**src/rtl/intersection_ctrl.sv**
```systemverilog
// Round-robin intersection controller: green/yellow/all-red per group, demand skip, green rest, night flash.
// Moore outputs one cycle after the deciding edge; no handshake, inputs are level-sampled every cycle.
module intersection_ctrl #(
    parameter int N_DIR     = 2,
    parameter int G_CYC     = 8,
    parameter int Y_CYC     = 3,
    parameter int CLR_CYC   = 2,
    parameter int FLASH_CYC = 4,
    parameter int CNT_W     = 8
) (
    input  logic                       clk,
    input  logic                       rst,
    input  logic [N_DIR-1:0]           req,
    input  logic                       night,
    output logic [N_DIR-1:0]           R,
    output logic [N_DIR-1:0]           G,
    output logic [N_DIR-1:0]           Y,
    output logic [$clog2(N_DIR)-1:0]   phase,
    output logic                       flash
);
    localparam int PH_W = $clog2(N_DIR);

    typedef enum logic [1:0] {S_CLR, S_GRN, S_YEL, S_FLASH} state_t;

    state_t            r_state;
    logic [CNT_W-1:0]  r_cnt;
    logic [PH_W-1:0]   r_phase;
    logic              r_flash;

    state_t            w_state_nxt;
    logic [CNT_W-1:0]  w_cnt_nxt;
    logic [PH_W-1:0]   w_phase_nxt;
    logic              w_flash_nxt;
    logic [CNT_W-1:0]  w_dur_m1;
    logic              w_end;
    logic [N_DIR-1:0]  w_onehot;
    logic              w_compete;
    logic [PH_W-1:0]   w_next_ph;
    logic [PH_W-1:0]   w_idx;
    logic              w_found;

    always_comb begin
        w_onehot          = '0;
        w_onehot[r_phase] = 1'b1;
    end

    // Demand from the group currently served never counts as competition.
    assign w_compete = |(req & ~w_onehot);

    always_comb begin
        w_next_ph = PH_W'((int'(r_phase) + 1) % N_DIR);
        w_found   = 1'b0;
        w_idx     = '0;
        for (int i = 1; i <= N_DIR; i++) begin
            w_idx = PH_W'((int'(r_phase) + i) % N_DIR);
            if (!w_found && req[w_idx]) begin
                w_found   = 1'b1;
                w_next_ph = w_idx;
            end
        end
    end

    always_comb begin
        case (r_state)
            S_CLR:   w_dur_m1 = CNT_W'(CLR_CYC - 1);
            S_GRN:   w_dur_m1 = CNT_W'(G_CYC - 1);
            S_YEL:   w_dur_m1 = CNT_W'(Y_CYC - 1);
            default: w_dur_m1 = CNT_W'(FLASH_CYC - 1);
        endcase
    end

    assign w_end = (r_cnt == w_dur_m1);

    always_comb begin
        w_state_nxt = r_state;
        w_cnt_nxt   = r_cnt + CNT_W'(1);
        w_phase_nxt = r_phase;
        w_flash_nxt = r_flash;
        case (r_state)
            S_CLR: begin
                if (w_end) begin
                    w_cnt_nxt = '0;
                    if (night) begin
                        w_state_nxt = S_FLASH;
                        w_flash_nxt = 1'b1;
                    end else begin
                        w_state_nxt = S_GRN;
                        w_phase_nxt = w_next_ph;
                    end
                end
            end
            S_GRN: begin
                // Past minimum green the counter parks so the exit test stays armed.
                if (w_end) begin
                    w_cnt_nxt = r_cnt;
                    if (night || w_compete) begin
                        w_state_nxt = S_YEL;
                        w_cnt_nxt   = '0;
                    end
                end
            end
            S_YEL: begin
                if (w_end) begin
                    w_state_nxt = S_CLR;
                    w_cnt_nxt   = '0;
                end
            end
            S_FLASH: begin
                if (!night) begin
                    w_state_nxt = S_CLR;
                    w_cnt_nxt   = '0;
                    w_flash_nxt = 1'b0;
                end else if (w_end) begin
                    w_cnt_nxt   = '0;
                    w_flash_nxt = ~r_flash;
                end
            end
            default: begin
                w_state_nxt = S_CLR;
                w_cnt_nxt   = '0;
            end
        endcase
    end

    always_ff @(posedge clk or posedge rst) begin
        if (rst) begin
            r_state <= S_CLR;
            r_cnt   <= '0;
            r_phase <= PH_W'(N_DIR - 1);
            r_flash <= 1'b0;
        end else begin
            r_state <= w_state_nxt;
            r_cnt   <= w_cnt_nxt;
            r_phase <= w_phase_nxt;
            r_flash <= w_flash_nxt;
        end
    end

    always_comb begin
        R = '1;
        G = '0;
        Y = '0;
        case (r_state)
            S_GRN: begin
                R = ~w_onehot;
                G = w_onehot;
            end
            S_YEL: begin
                R = ~w_onehot;
                Y = w_onehot;
            end
            S_FLASH: begin
                R = '0;
                Y = {N_DIR{r_flash}};
            end
            default: ;
        endcase
    end

    assign phase = r_phase;
    assign flash = (r_state == S_FLASH);

endmodule

```
**config.mk**
```make
export PLATFORM = sky130hd
export DESIGN_NAME = intersection_ctrl
export DESIGN_NICKNAME = d
export VERILOG_FILES = /design/src/rtl/intersection_ctrl.sv
export SDC_FILE = /design/constraint.sdc
export NUM_CORES = 1
export LEC_CHECK = 0
export BUFFER_PORTS_ARGS = -buffer_cell sky130_fd_sc_hd__buf_2
export CAP_MARGIN = 0
export CORE_ASPECT_RATIO = 0.75
export CORE_MARGIN = 5
export CORE_UTILIZATION = 45
export DETAILED_ROUTE_END_ITERATION = 12
export PLACE_DENSITY = 0.7
export SLEW_MARGIN = 30
export SYNTH_ARGS = -nofsm -noshare
export SYNTH_HDL_FRONTEND = slang
export SYNTH_SLANG_ARGS = --single-unit
export TNS_END_PERCENT = 1
```
**constraint.sdc**
```tcl
create_clock -name clk -period 3.9 [get_ports clk]
set_clock_uncertainty 0.05 [all_clocks]
set_input_delay 0.39 -clock clk [delete_from_list [all_inputs] [get_ports clk]]
set_output_delay 0.39 -clock clk [all_outputs]
set_load 0.005 [all_outputs]
```
==> results.yml <==
setup_path:
  crit_path_cell_trace: "inv_1 > ha_1 > xor2_1 > nand4_1 > o21ai_0 > o21ai_0"
  crit_type: "flop to flop"
  path_delay_family: "compound AO/OA/AOI/OAI gates"
  cp.buffers_inverters: 1
  cp_slowest_stage_delay_ns: 0.59
  worst_path_max_delay_cell: "o21ai_0"
  timing.critical_path.required_ns: 3.98
  path_max_fanout: 6
  crit_top_cell: "o21ai_0"
  cp.arrival_ns: 2.28
  crit_path_start_kind: "flop"
  crit_path_end_kind: "flop"
min_path:
  worstHoldPathType: "input pin to async pin"
routing:
  vias: 780
  drt-initial-drc-count: 41
  wl_per_cell_um: 14.4
  drcViolationCount: 0
  wl_mm: 1.91
  drtAntennaViolNets: 0
  drt_pass1_iterations: 4
  drt-vias-per-instance: 5.86
power:
  p_clk_share_pct: 42.9
  swShare_pct: 20.4
  p_per_area_nw_per_um2: 242
  leakage_nw: 0.435
  pwr-share-comb_pct: 3.2
  pwr-share-seq_pct: 53.9
  ir_drop_v: 0.000210
  power.switching_mw: 0.0470
  power.internal_mw: 0.184
clock_tree:
  clock-sinks: 12
  hold_buffers: 0
  cts_buffers: 3
  cts_setup_buffers: 0
  clock-root-buffer: "clkbuf_4"
  cts_buffer_depth: 2
  cts.clk_slew.worst_paths_ns: 0.07
  clk-insertion-delay-late_ns: 0.27
  cts-htree-levels: 1
  cts_tree: "yes"
  cts_resized: 0
timing:
  min_period_ns: 2.20
  rsz0062_at_grt: "false"
  slew_headroom_pct: 55.6
  finalHoldViolCount: 0
  setup_tns_ns: 0
  tightest_slew_ns: 0.659
  post-route-period-util_pct: 56.4
  fin_ws_ns: 1.70
  drv_slew: 0
  fmax_mhz: 454
  finalSetupViolCount: 0
global_route:
  overflow: 0
  grt_max_degree: 13
  grt_pass1_wl_mm: 2.99
  antenna_found_initial: 0
  grt_pass1_vias: 652
  track_usage_pct: 14.9
logic_synthesis:
  yosys.area.top_type: "dfrtp_1"
  syn_area_um2: 845
  syn_nets: 109
  synth_area_leaders: "dfrtp_1 (33%), ha_1 (8.9%), xor2_1 (6.2%), o21ai_0 (4.7%), inv_1 (4.4%)"
  syn_inst: 98
  synth_cell_types: 34
  ys_ff_latch: 12
  ys_seq_area_share_pct: 35.7
  synth_top_area_share_pct: 32.6
  avgSynthCellArea_um2: 8.62
  ys_warn_count: 0
finish:
  final_common_cell: "buf_2"
  post-route-util_pct: 54.3
  layout-drive-gt1-share_pct: 17.1
  antenna_cells: 0
  fin_area_um2: 955
  most-common-layout-cells: "buf_2 (12), dfrtp_1 (11), inv_1 (10), nor2_1 (10), o21ai_0 (8)"
  syn_to_final_growth_pct: 13.0
  final_nets: 123
die:
  start_util_pct: 48.1
  die_w_um: 60.0
  die_y_um: 47.5
  io_pins: 13
  num_rows: 13
  die-area_um2: 2850
  core_area_um2: 1760
outcome:
  status: "finished, final reports clean"
placed_design:
  portBuffers: 12
  post_dp_cell_area_um2: 918
  hpwl_mm: 1.51
  place_ws_ns: 1.75
  gp_congestion: 0.880
run:
  cap_violations: 0
-- layer usage --
layer,global-route usage [%],share of wire (%)
met4,6.64,0.84
met1,20.6,48
met5,0,0
met2,21.3,45
met3,4.85,6.2
-- logic make-up after synthesis --
group | Yosys count | share of synthesized area (%)
fa+ha+maj | 6 | 8.89
simple gates | 36 | 21.5
compound gates | 20 | 15.9
flops | 12 | 35.7
buf+inv | 13 | 6.07
xor+xnor | 8 | 8.30
mux | 3 | 3.70
-- metrics by stage --
| step | total power [mW] | std cells | hold slack (ns) |
|---|---|---|---|
| 3_3_place_gp | 0.134 | 129 | 0.377 |
| 4_1_cts | 0.234 | 133 | 0.0612 |
| 3_5_place_dp | 0.134 | 129 | 0.371 |
| 5_1_grt | 0.244 | 133 | 0.0739 |
| 6_report | 0.231 | 133 | 0.0552 |
| 2_1_floorplan | 0.130 | 98 | 0.204 |
-- final timing paths --
| check | from | endpoint | slack (ns) | cells after the start |
|---|---|---|---|---|
| setup reg to reg | r_state[0]$_DFFE_PP0P_ | r_cnt[2]$_DFFE_PP0P_ | 1.70 | 6 |
| min in group clk | req[0] | phase$_DFFE_PP1P_ | 0.44 | 4 |
| hold reg to reg | r_cnt[5]$_DFFE_PP0P_ | r_cnt[5]$_DFFE_PP0P_ | 0.50 | 2 |
| max in group asynchronous | rst | phase$_DFFE_PP1P_ | 3.41 | 2 |
| setup / recovery | r_state[0]$_DFFE_PP0P_ | r_cnt[2]$_DFFE_PP0P_ | 1.70 | 6 |
| hold / removal | rst | r_state[0]$_DFFE_PP0P_ | 0.06 | 2 |
-- synthesized netlist by cell type --
| cell type | instances |
|---|---|
| o41ai_1 | 1 |
| o211a_1 | 1 |
| nor2_1 | 10 |
| ha_1 | 6 |
| clkbuf_2 | 1 |
| a32o_1 | 1 |
| xnor2_1 | 2 |
| a2111o_1 | 1 |
| and3_1 | 1 |
| o22ai_1 | 1 |
| nand3_1 | 6 |
| nor2b_1 | 1 |
| buf_2 | 1 |
| a22o_1 | 1 |
| inv_1 | 10 |
| nand2_1 | 6 |
| and4_1 | 1 |
| a31oi_1 | 1 |
| or3_1 | 1 |
| dfstp_2 | 1 |
| o2111ai_1 | 1 |
| nand2b_1 | 2 |
| nor4b_1 | 1 |
| nand4_1 | 2 |
| and4_2 | 1 |
| xor2_1 | 6 |
| a41oi_1 | 1 |
| mux2i_1 | 2 |
| a21oi_1 | 3 |
| dfrtp_1 | 11 |
| mux2_2 | 1 |
| nor3_1 | 4 |
| o21ai_0 | 8 |
| clkbuf_1 | 1 |
-- registers in the layout (all words and copies together) (netlist names) --
signal	cells
r_flash	1
r_cnt	8
phase	1
r_state	2
-- layout make-up --
| cell class | instances | area (µm²) |
|---|---|---|
| flip-flops and latches | 12 | 302 |
| repair buffers | 12 | 60.1 |
| fillers | 170 | 802 |
| clock buffers | 4 | 36.3 |
| multi-input cells | 73 | 492 |
| inverters | 10 | 37.5 |
| well taps | 22 | 27.5 |
-- power by group through the flow --
stage / combinational [mW] / clock, mW / sequential (mW)
after global routing: 0.00829 / 0.111 / 0.124
after global placement: 0.00752 / 0 / 0.127
after detailed placement: 0.00753 / 0 / 0.127
after floorplan: 0.00327 / 0 / 0.127
final: 0.00742 / 0.0988 / 0.124
after CTS: 0.00751 / 0.103 / 0.124
(Power assumes the default switching activity.)
